`src/rtl/seg7_pkg.sv`:
```
// Shared types, constants and glyph decoding for the 7-segment scan controller.
package seg7_pkg;

    typedef enum logic {
        BLANK = 1'b0,
        SHOW  = 1'b1
    } scan_state_t;

    localparam logic [6:0] SEG_OFF = 7'h7F;

    // Active-low glyphs, bit 0 = segment a ... bit 6 = segment g.
    function automatic logic [6:0] hex_to_seg_n(input logic [3:0] nib);
        logic [6:0] seg;
        case (nib)
            4'h0:    seg = 7'h3F;
            4'h1:    seg = 7'h06;
            4'h2:    seg = 7'h5B;
            4'h3:    seg = 7'h4F;
            4'h4:    seg = 7'h66;
            4'h5:    seg = 7'h6D;
            4'h6:    seg = 7'h7D;
            4'h7:    seg = 7'h07;
            4'h8:    seg = 7'h7F;
            4'h9:    seg = 7'h6F;
            4'hA:    seg = 7'h77;
            4'hB:    seg = 7'h7C;
            4'hC:    seg = 7'h39;
            4'hD:    seg = 7'h5E;
            4'hE:    seg = 7'h79;
            default: seg = 7'h71;
        endcase
        return ~seg;
    endfunction

endpackage

```
`src/rtl/seg7_slot_timer.sv`:
```
// Per-digit slot counter: counts 0..DIV-1 and flags the wrap and the blanking window.
module seg7_slot_timer #(
    parameter int DIV          = 10,
    parameter int BLANK_CYCLES = 2
) (
    input  logic clk_in,
    input  logic reset,
    output logic slot_wrap,
    output logic blank_last,
    output logic in_blank
);

    localparam int CNT_W = $clog2(DIV);
    localparam logic [CNT_W-1:0] CNT_LAST   = CNT_W'(DIV - 1);
    localparam logic [CNT_W-1:0] BLANK_LAST = CNT_W'(BLANK_CYCLES - 1);
    localparam logic [CNT_W-1:0] BLANK_END  = CNT_W'(BLANK_CYCLES);

    logic [CNT_W-1:0] slot_cnt_q, slot_cnt_d;

    assign slot_wrap  = (slot_cnt_q == CNT_LAST);
    // blank_last lets the FSM enter SHOW in the same cycle the count reaches BLANK_CYCLES.
    assign blank_last = (slot_cnt_q == BLANK_LAST);
    assign in_blank   = (slot_cnt_q < BLANK_END);

    always_comb begin
        slot_cnt_d = slot_wrap ? '0 : slot_cnt_q + 1'b1;
    end

    always_ff @(posedge clk_in) begin
        if (reset) slot_cnt_q <= '0;
        else       slot_cnt_q <= slot_cnt_d;
    end

endmodule

```
`src/rtl/seg7_scan_controller.sv`:
```
// Multiplexed common-anode display scanner with per-slot blanking, leading-zero
// suppression and frame-aligned shadowing of the displayed value.
module seg7_scan_controller
    import seg7_pkg::*;
#(
    parameter int CLK_FREQ     = 100_000_000,
    parameter int SCAN_FREQ    = 500,
    parameter int NUM_DIGITS   = 8,
    parameter int BLANK_CYCLES = 4
) (
    input  logic                    clk_in,
    input  logic                    reset,
    input  logic [4*NUM_DIGITS-1:0] value_in,
    input  logic [NUM_DIGITS-1:0]   dp_in,
    input  logic [NUM_DIGITS-1:0]   digit_en,
    input  logic                    lz_blank,
    input  logic                    load,
    output logic [NUM_DIGITS-1:0]   anodes_n,
    output logic [6:0]              segments_n,
    output logic                    dp_n,
    output logic                    frame_done,
    output scan_state_t             dbg_state
);

    localparam int DIV   = CLK_FREQ / SCAN_FREQ;
    localparam int IDX_W = $clog2(NUM_DIGITS);
    localparam logic [IDX_W-1:0] IDX_LAST = IDX_W'(NUM_DIGITS - 1);

    logic slot_wrap, blank_last, in_blank;

    seg7_slot_timer #(
        .DIV          (DIV),
        .BLANK_CYCLES (BLANK_CYCLES)
    ) u_slot_timer (
        .clk_in     (clk_in),
        .reset      (reset),
        .slot_wrap  (slot_wrap),
        .blank_last (blank_last),
        .in_blank   (in_blank)
    );

    scan_state_t               state_q, state_d;
    logic [IDX_W-1:0]          idx_q, idx_d;
    logic [4*NUM_DIGITS-1:0]   pend_val_q, act_val_q;
    logic [NUM_DIGITS-1:0]     pend_dp_q, act_dp_q;
    logic [NUM_DIGITS-1:0]     anodes_q, anodes_d;
    logic [6:0]                seg_q, seg_d;
    logic                      dp_q, dp_d;
    logic                      frame_done_q;
    logic                      frame_wrap, upper_zero, lead_zero, lit;
    logic [3:0]                cur_nib;

    assign frame_wrap = slot_wrap && (idx_q == IDX_LAST);
    assign dbg_state  = state_q;

    always_comb begin
        state_d = state_q;
        case (state_q)
            BLANK:   if (blank_last) state_d = SHOW;
            SHOW:    if (slot_wrap)  state_d = BLANK;
            default: state_d = BLANK;
        endcase
    end

    always_comb begin
        idx_d = idx_q;
        if (frame_wrap)     idx_d = '0;
        else if (slot_wrap) idx_d = idx_q + 1'b1;
    end

    // A digit is a leading zero when it and every digit to its left are zero.
    always_comb begin
        upper_zero = 1'b1;
        for (int j = 0; j < NUM_DIGITS; j++) begin
            if (j >= int'(idx_q) && act_val_q[4*j +: 4] != 4'h0) upper_zero = 1'b0;
        end
    end

    assign cur_nib   = act_val_q[4*idx_q +: 4];
    assign lead_zero = lz_blank && (idx_q != '0) && upper_zero;
    assign lit       = (state_q == SHOW) && !in_blank && digit_en[idx_q] && !lead_zero;

    always_comb begin
        anodes_d = '1;
        seg_d    = SEG_OFF;
        dp_d     = 1'b1;
        if (lit) begin
            anodes_d[idx_q] = 1'b0;
            seg_d           = hex_to_seg_n(cur_nib);
            dp_d            = ~act_dp_q[idx_q];
        end
    end

    // Transfer reads the old pending value, so a load on the wrap cycle waits a frame.
    always_ff @(posedge clk_in) begin
        if (reset) begin
            state_q      <= BLANK;
            idx_q        <= '0;
            pend_val_q   <= '0;
            pend_dp_q    <= '0;
            act_val_q    <= '0;
            act_dp_q     <= '0;
            anodes_q     <= '1;
            seg_q        <= SEG_OFF;
            dp_q         <= 1'b1;
            frame_done_q <= 1'b0;
        end else begin
            state_q      <= state_d;
            idx_q        <= idx_d;
            anodes_q     <= anodes_d;
            seg_q        <= seg_d;
            dp_q         <= dp_d;
            frame_done_q <= frame_wrap;
            if (load) begin
                pend_val_q <= value_in;
                pend_dp_q  <= dp_in;
            end
            if (frame_wrap) begin
                act_val_q <= pend_val_q;
                act_dp_q  <= pend_dp_q;
            end
        end
    end

    assign anodes_n   = anodes_q;
    assign segments_n = seg_q;
    assign dp_n       = dp_q;
    assign frame_done = frame_done_q;

endmodule

```
`config.mk`:
```
export PLATFORM = sky130hd
export DESIGN_NAME = seg7_scan_controller
export DESIGN_NICKNAME = d
export VERILOG_FILES = /design/src/rtl/seg7_pkg.sv /design/src/rtl/seg7_slot_timer.sv /design/src/rtl/seg7_scan_controller.sv
export SDC_FILE = /design/constraint.sdc
export NUM_CORES = 1
export LEC_CHECK = 0
export CAP_MARGIN = 20
export CELL_PAD_IN_SITES_DETAIL_PLACEMENT = 1
export CELL_PAD_IN_SITES_GLOBAL_PLACEMENT = 1
export CORE_MARGIN = 2
export CORE_UTILIZATION = 44
export CTS_CLUSTER_SIZE = 8
export DETAILED_ROUTE_END_ITERATION = 16
export DONT_BUFFER_PORTS = 1
export PLACE_DENSITY_LB_ADDON = 0.1
export SETUP_SLACK_MARGIN = 0.5
export SLEW_MARGIN = 5
export SYNTH_ARGS = -nofsm -noshare
export SYNTH_HDL_FRONTEND = slang
export SYNTH_HIERARCHICAL = 1
export SYNTH_SLANG_ARGS = --single-unit
```
`constraint.sdc`:
```
create_clock -name clk_in -period 2.2 [get_ports clk_in]
set_input_delay 0 -clock clk_in [delete_from_list [all_inputs] [get_ports clk_in]]
set_output_delay 0 -clock clk_in [all_outputs]
set_load 0.01 [all_outputs]
```
==> metrics.yaml, run 1 <==
outcome: "finished, violations left"
violations: "setup timing"
synth_top_area_cell: "dfxtp_1"
hold_viol: 0
maxCapViolCount: 0
synth_top_area_frac: 0.485
critPathLaunchType: "flop"
hp-class: "in2reg"
cp_data_required_time_ps: 2600
grt_pass1_wl_um: 26800
clock_path_buffers: 2
synth_top_family_by_area: "multiplexers"
finalWorstSetupSlack_ps: -40.2
synth_mux_area_frac: 0.153
die_y_um: 110
initial_utilization: 0.451
synth_xor_area_frac: 0.0249
drc: 0
post-route-min-period_ps: 2240
yosys.area_share.simple: 0.143
grt_max_degree: 50
synth_cell_types: 50
firstDrtPassIters: 5
preCtsSetupSlack_ps: 13.3
nets: 665
yosysMostFrequentCell: "dfxtp_1"
wl_per_cell_um: 28.1
synth.cell_area_mm2: 0.00491
die_area_mm2: 0.0120
die_width_um: 110
crit_chain: "buf_6 > nand2b_4 > mux4_2 > a2111oi_4 > o41a_4 > nand4_1"
core_area_mm2: 0.0109
synth_cells: 465
crit_arrival_ps: 2640
synth_adder_area_share: 0.0255
cp_top_family: "compound AO/OA/AOI/OAI gates"
clk_latency_ps: 550
tightest_slew_ps: 705
clk_pin_slew_ps: 60
slowest_stage: "mux4_2"
port_buffers: 0
antenna_found_initial: 0
final_layout_size_suffix_gt1_frac: 0.284
critPathMaxFanout: 8
synth_warnings: 6
synth-seq-cells: 119
p_leak_nw: 3.08
syn_to_final_growth_pct: 56.1
drt-initial-drc-count: 331
place_inst: 590
antenna_cells: 0
pwr_density_cell_mw_per_mm2: 745
cts_sinks: 119
peakVddDrop_uv: 761
finalCritPeriodShare: 1.02
async_flop_share: 0
finalWirelength_um: 21300
track_usage: 0.307
critPathMaxStageDelay_ps: 510
synth_compound_area_frac: 0.127
skew_ps: 15.9
numCtsBuffers: 17
critPathCaptureType: "flop"
hpwl_um: 7970
cts_tree: "built"
yosys-top-cells-count: "dfxtp_1, nor2_1, mux2i_1, a22o_1, nand2_1"
fp-row-count: 38
grt_setup_unrepaired: "yes"
htreeDepth: 4
setup_violations: 8
ys_top_cells_by_area: "dfxtp_1, mux2i_1, a22o_1"
multi_input_area_mm2: 0.00276
fin_cells: 756
synth_edf_count: 0
vias: 4601
avgSynthCellArea_um2: 10.6
fillers: 1021
syn_nets: 527
relSlewSlack: 0.526
vias_per_cell: 6.09
synth_seq_area_share: 0.485
gp_congestion: 0.798
utilization: 0.705
ios: 70
critical_path_buf_inv_count: 1
ys.flop_type: "dfxtp_1"
ant_nets: 0
grt_pass1_vias: 4709
worst-setup-path-type: "reg2reg"
register_area_mm2: 0.00241
max_freq_mhz: 446
slew_violations: 0
cts_root_buffer: "clkbuf_8"
overflow: 0
==> report_power, final <==
| group | internal (mW) | total (mW) | switching (mW) |
|---|---|---|---|
| clock | 2.02 | 3.06 | 1.04 |
| combinational | 0.235 | 0.400 | 0.165 |
| sequential | 2.20 | 2.26 | 0.0538 |
| total | 4.45 | 5.71 | 1.26 |
==> cell usage in the layout (no fill, tap or decap), types with 9 or more instances in the layout <==
cell type      count
a22o_1            39
nor2_1            52
clkbuf_16         20
nor2_4            14
inv_1             12
buf_12            10
dfxtp_1          107
buf_6             15
mux4_2             9
mux2i_1           52
dlygate4sd3_1     81
buf_4             24
nand2_1           18
==> worst register-to-register path: stages (launching register included) <==
cell and delay, ps:
dfxtp_4 360, buf_6 140, nand2b_4 140, mux4_2 510, a2111oi_4 500, o41a_4 320
nand4_1 130
==> path summary, 6_finish.rpt <==
path	depth (start not counted)	to	slack, ps	start
worst min-delay path	5	segments_n[1]$_SDFF_PP1_	110	digit_en[2]
worst max-delay path	6	anodes_n[5]$_SDFF_PP1_	-40	idx_q[1]$_SDFFE_PP0P_
worst min register to register	1	u_slot_timer/slot_cnt_q[0]$_SDFF_PP0_	480	u_slot_timer/slot_cnt_q[0]$_SDFF_PP0_
worst max register to register	6	anodes_n[5]$_SDFF_PP1_	-40	idx_q[1]$_SDFFE_PP0P_
==> final cells by class <==
type / instances / area share
Multi-Input combinational cell: 306 / 0.359
Sequential cell: 119 / 0.314
Timing Repair Buffer: 145 / 0.215
Clock buffer: 24 / 0.0600
Tap cell: 140 / 0.0228
Clock inverter: 8 / 0.0220
Inverter: 14 / 0.00685
==> stage by stage <==
stage	hold slack, ps	TNS (ps)	total power, mW	cell area [um2]
final	111	-138	5.71	7670
after global placement	78.0	0	2.40	5150
after floorplan	72.4	0	2.41	5080
after CTS	104	0	5.57	7110
after detailed placement	81.1	0	2.41	5150
after global routing	105	-458	5.84	7670
==> what timing repair did <==
item / in CTS / in global routing
hold buffers: 90 / 0
buffers inserted: 20 / 13
setup endpoints to repair: 70 / 86
resized for setup: 31 / 84
hold endpoints to repair: 119 / 0
pin swaps: 8 / 34
gates cloned: 6 / 7
==> logic make-up (layout without fill, tap and decap cells) <==
| group | Yosys count | after routing |
|---|---|---|
| AO/OA/AOI/OAI | 70 | 74 |
| adder cells (fa/ha/maj) | 10 | 10 |
| multiplexers | 64 | 64 |
| XOR/XNOR | 14 | 14 |
| AND/OR/NAND/NOR | 144 | 144 |
| buffers and inverters | 44 | 191 |
| flip-flops | 119 | 119 |
==> state kept, by name (all words and copies together), names as in the netlist <==
register                 flops
act_dp_q                     8
act_val_q                   32
anodes_n                     8
dbg_state                    1
dp_n                         1
frame_done                   1
idx_q                        3
pend_dp_q                    8
pend_val_q                  32
segments_n                   7
u_slot_timer/slot_cnt_q     18
==> per-layer routing <==
layer,GRT usage,vias up,part of all wire
li1,-,1977,-
met1,0.348,2323,0.38
met2,0.543,222,0.52
met3,0.0889,79,0.058
met4,0.118,0,0.047
met5,0,-,0
(Power assumes the default switching activity.)
==> run 2, diff against run 1 <==
--- a/config.mk
+++ b/config.mk
@@ -13,7 +13,7 @@
 export CTS_CLUSTER_SIZE = 8
 export DETAILED_ROUTE_END_ITERATION = 16
 export DONT_BUFFER_PORTS = 1
-export PLACE_DENSITY_LB_ADDON = 0.1
+export PLACE_DENSITY = 0.71
 export SETUP_SLACK_MARGIN = 0.5
 export SLEW_MARGIN = 5
 export SYNTH_ARGS = -nofsm -noshare
==> metrics.yaml, run 2 (same netlist as run 1, synthesis figures left out) <==
worstHoldStart: "digit_en[6]"
finalCritPeriodShare: 1.00
fillers: 1008
cts_root_buffer: "clkbuf_8"
setup_violations: 1
grt_pass1_wl_um: 29600
cp_data_required_time_ps: 2620
drc: 0
core_area_mm2: 0.0109
grt_pass1_vias: 5040
holdPathEnd: "segments_n[1]$_SDFF_PP1_"
slew_violations: 0
worst-setup-path-type: "reg2reg"
hpwl_um: 8010
clk_latency_ps: 570
die_y_um: 110
p_leak_nw: 3.24
cts_sinks: 119
htreeDepth: 4
worst_hold_slack_ps: 82.1
vias: 4892
critical_path_buf_inv_count: 2
nets: 690
skew_ps: 14.7
slowest_stage: "dfxtp_1"
port_buffers: 0
r2r-end: "segments_n[0]$_SDFF_PP1_"
firstDrtPassIters: 5
top_regs: "act_val_q x32, pend_val_q x32, u_slot_timer/slot_cnt_q x18"
maxCapViolCount: 0
pwr_density_cell_mw_per_mm2: 713
numCtsBuffers: 17
final_common_cell: "dfxtp_1"
die_area_mm2: 0.0120
ant_nets: 0
initial_utilization: 0.451
relSlewSlack: 0.571
wl_per_cell_um: 30.0
r2r_cells: 7
grt_setup_unrepaired: "yes"
cp_top_family: "compound AO/OA/AOI/OAI gates"
peakVddDrop_uv: 784
rrSetupSlack_ps: -2
critPathCaptureType: "flop"
clk_pin_slew_ps: 70
finalWirelength_um: 23400
r2r-start: "idx_q[2]$_SDFFE_PP0P_"
outcome: "finished, violations left"
grt_max_degree: 52
ios: 70
tightest_slew_ps: 635
post-route-min-period_ps: 2200
setup_tns_ps: -1.75
final_layout_size_suffix_gt1_frac: 0.302
gp_congestion: 0.835
critPathLaunchType: "flop"
die_width_um: 110
syn_to_final_growth_pct: 60.5
finalWorstSetupSlack_ps: -1.75
critPathMaxFanout: 21
hold_depth: 5
fp-row-count: 38
antenna_found_initial: 1
crit_chain: "buf_12 > nor2b_2 > a2bb2oi_1 > o221ai_1 > buf_6 > mux2i_2 > o2111ai_1"
critPathMaxStageDelay_ps: 440
drt-initial-drc-count: 349
layout_common_cells: "dfxtp_1, dlygate4sd3_1, nor2_1, mux2i_1, a22o_1"
vias_per_cell: 6.26
max_freq_mhz: 454
violations: "setup timing"
crit_arrival_ps: 2620
hold_viol: 0
cts_tree: "built"
overflow: 0
hp-class: "in2reg"
utilization: 0.724
clock_path_buffers: 2
track_usage: 0.347
==> run 2: metrics by stage <==
stage                     cells  area, um2  setup WS [ps]  power, mW
after floorplan             465       5080            205       2.41
after global placement      587       5120            112       2.40
after detailed placement    587       5120           22.3       2.40
after CTS                   766       7520            176       5.45
after global routing        781       7890           -108       5.73
final                       781       7890          -1.75       5.63
==> run 2: worst max path at each step <==
stage,start,endpoint,slack (ps),cells past startpoint
floorplan,idx_q[1]$_SDFFE_PP0P_,segments_n[2]$_SDFF_PP1_,200,7
global placement,idx_q[0]$_SDFFE_PP0P_,act_val_q[3]$_SDFFE_PP0P_,110,5
detailed placement,idx_q[1]$_SDFFE_PP0P_,act_val_q[6]$_SDFFE_PP0P_,20,5
CTS,idx_q[1]$_SDFFE_PP0P_,segments_n[2]$_SDFF_PP1_,180,7
global route,idx_q[2]$_SDFFE_PP0P_,segments_n[0]$_SDFF_PP1_,-110,7
finish,idx_q[2]$_SDFFE_PP0P_,segments_n[0]$_SDFF_PP1_,-2,7
==> run 2: final cells by class <==
| class | instances | area [um2] | share of cell area |
|---|---|---|---|
| clock inverter | 9 | 149 | 0.0189 |
| inverter | 14 | 57.6 | 0.00730 |
| timing repair buffer | 169 | 1880 | 0.238 |
| sequential | 119 | 2420 | 0.306 |
| antenna | 1 | 2.50 | 0.000317 |
| tap | 140 | 175 | 0.0222 |
| clock buffer | 22 | 453 | 0.0574 |
| multi-input combinational | 307 | 2760 | 0.349 |
==> run 2: worst register-to-register path, cell delays in order, from the launching register on <==
cell       delay [ps]
dfxtp_1           440
buf_12            220
nor2b_2           280
a2bb2oi_1         100
o221ai_1          320
buf_6             260
mux2i_2           290
o2111ai_1         140
==> run 2: timing repair <==
action,4_1_cts,5_1_grt
pin swaps,23,20
gates resized for setup,56,71
cloned,14,0
endpoints found under the hold margin,119,0
hold buffers,98,0
setup buffers,36,14
endpoints found under the setup margin,77,94
==> run 2: layer usage <==
layer	vias to the layer above	part of all wire	wire (um)	track usage
met5	-	0	0	0
li1	2020	-	-	-
met2	295	0.50	11800	0.593
met4	0	0.058	1370	0.208
met3	108	0.070	1640	0.104
met1	2469	0.37	8620	0.377
==> run 2: where the power goes <==
group / switching, mW / internal [mW] / leakage (nW)
clock network: 1.10 / 1.89 / 0.299
logic: 0.161 / 0.231 / 1.96
registers: 0.0485 / 2.20 / 0.977
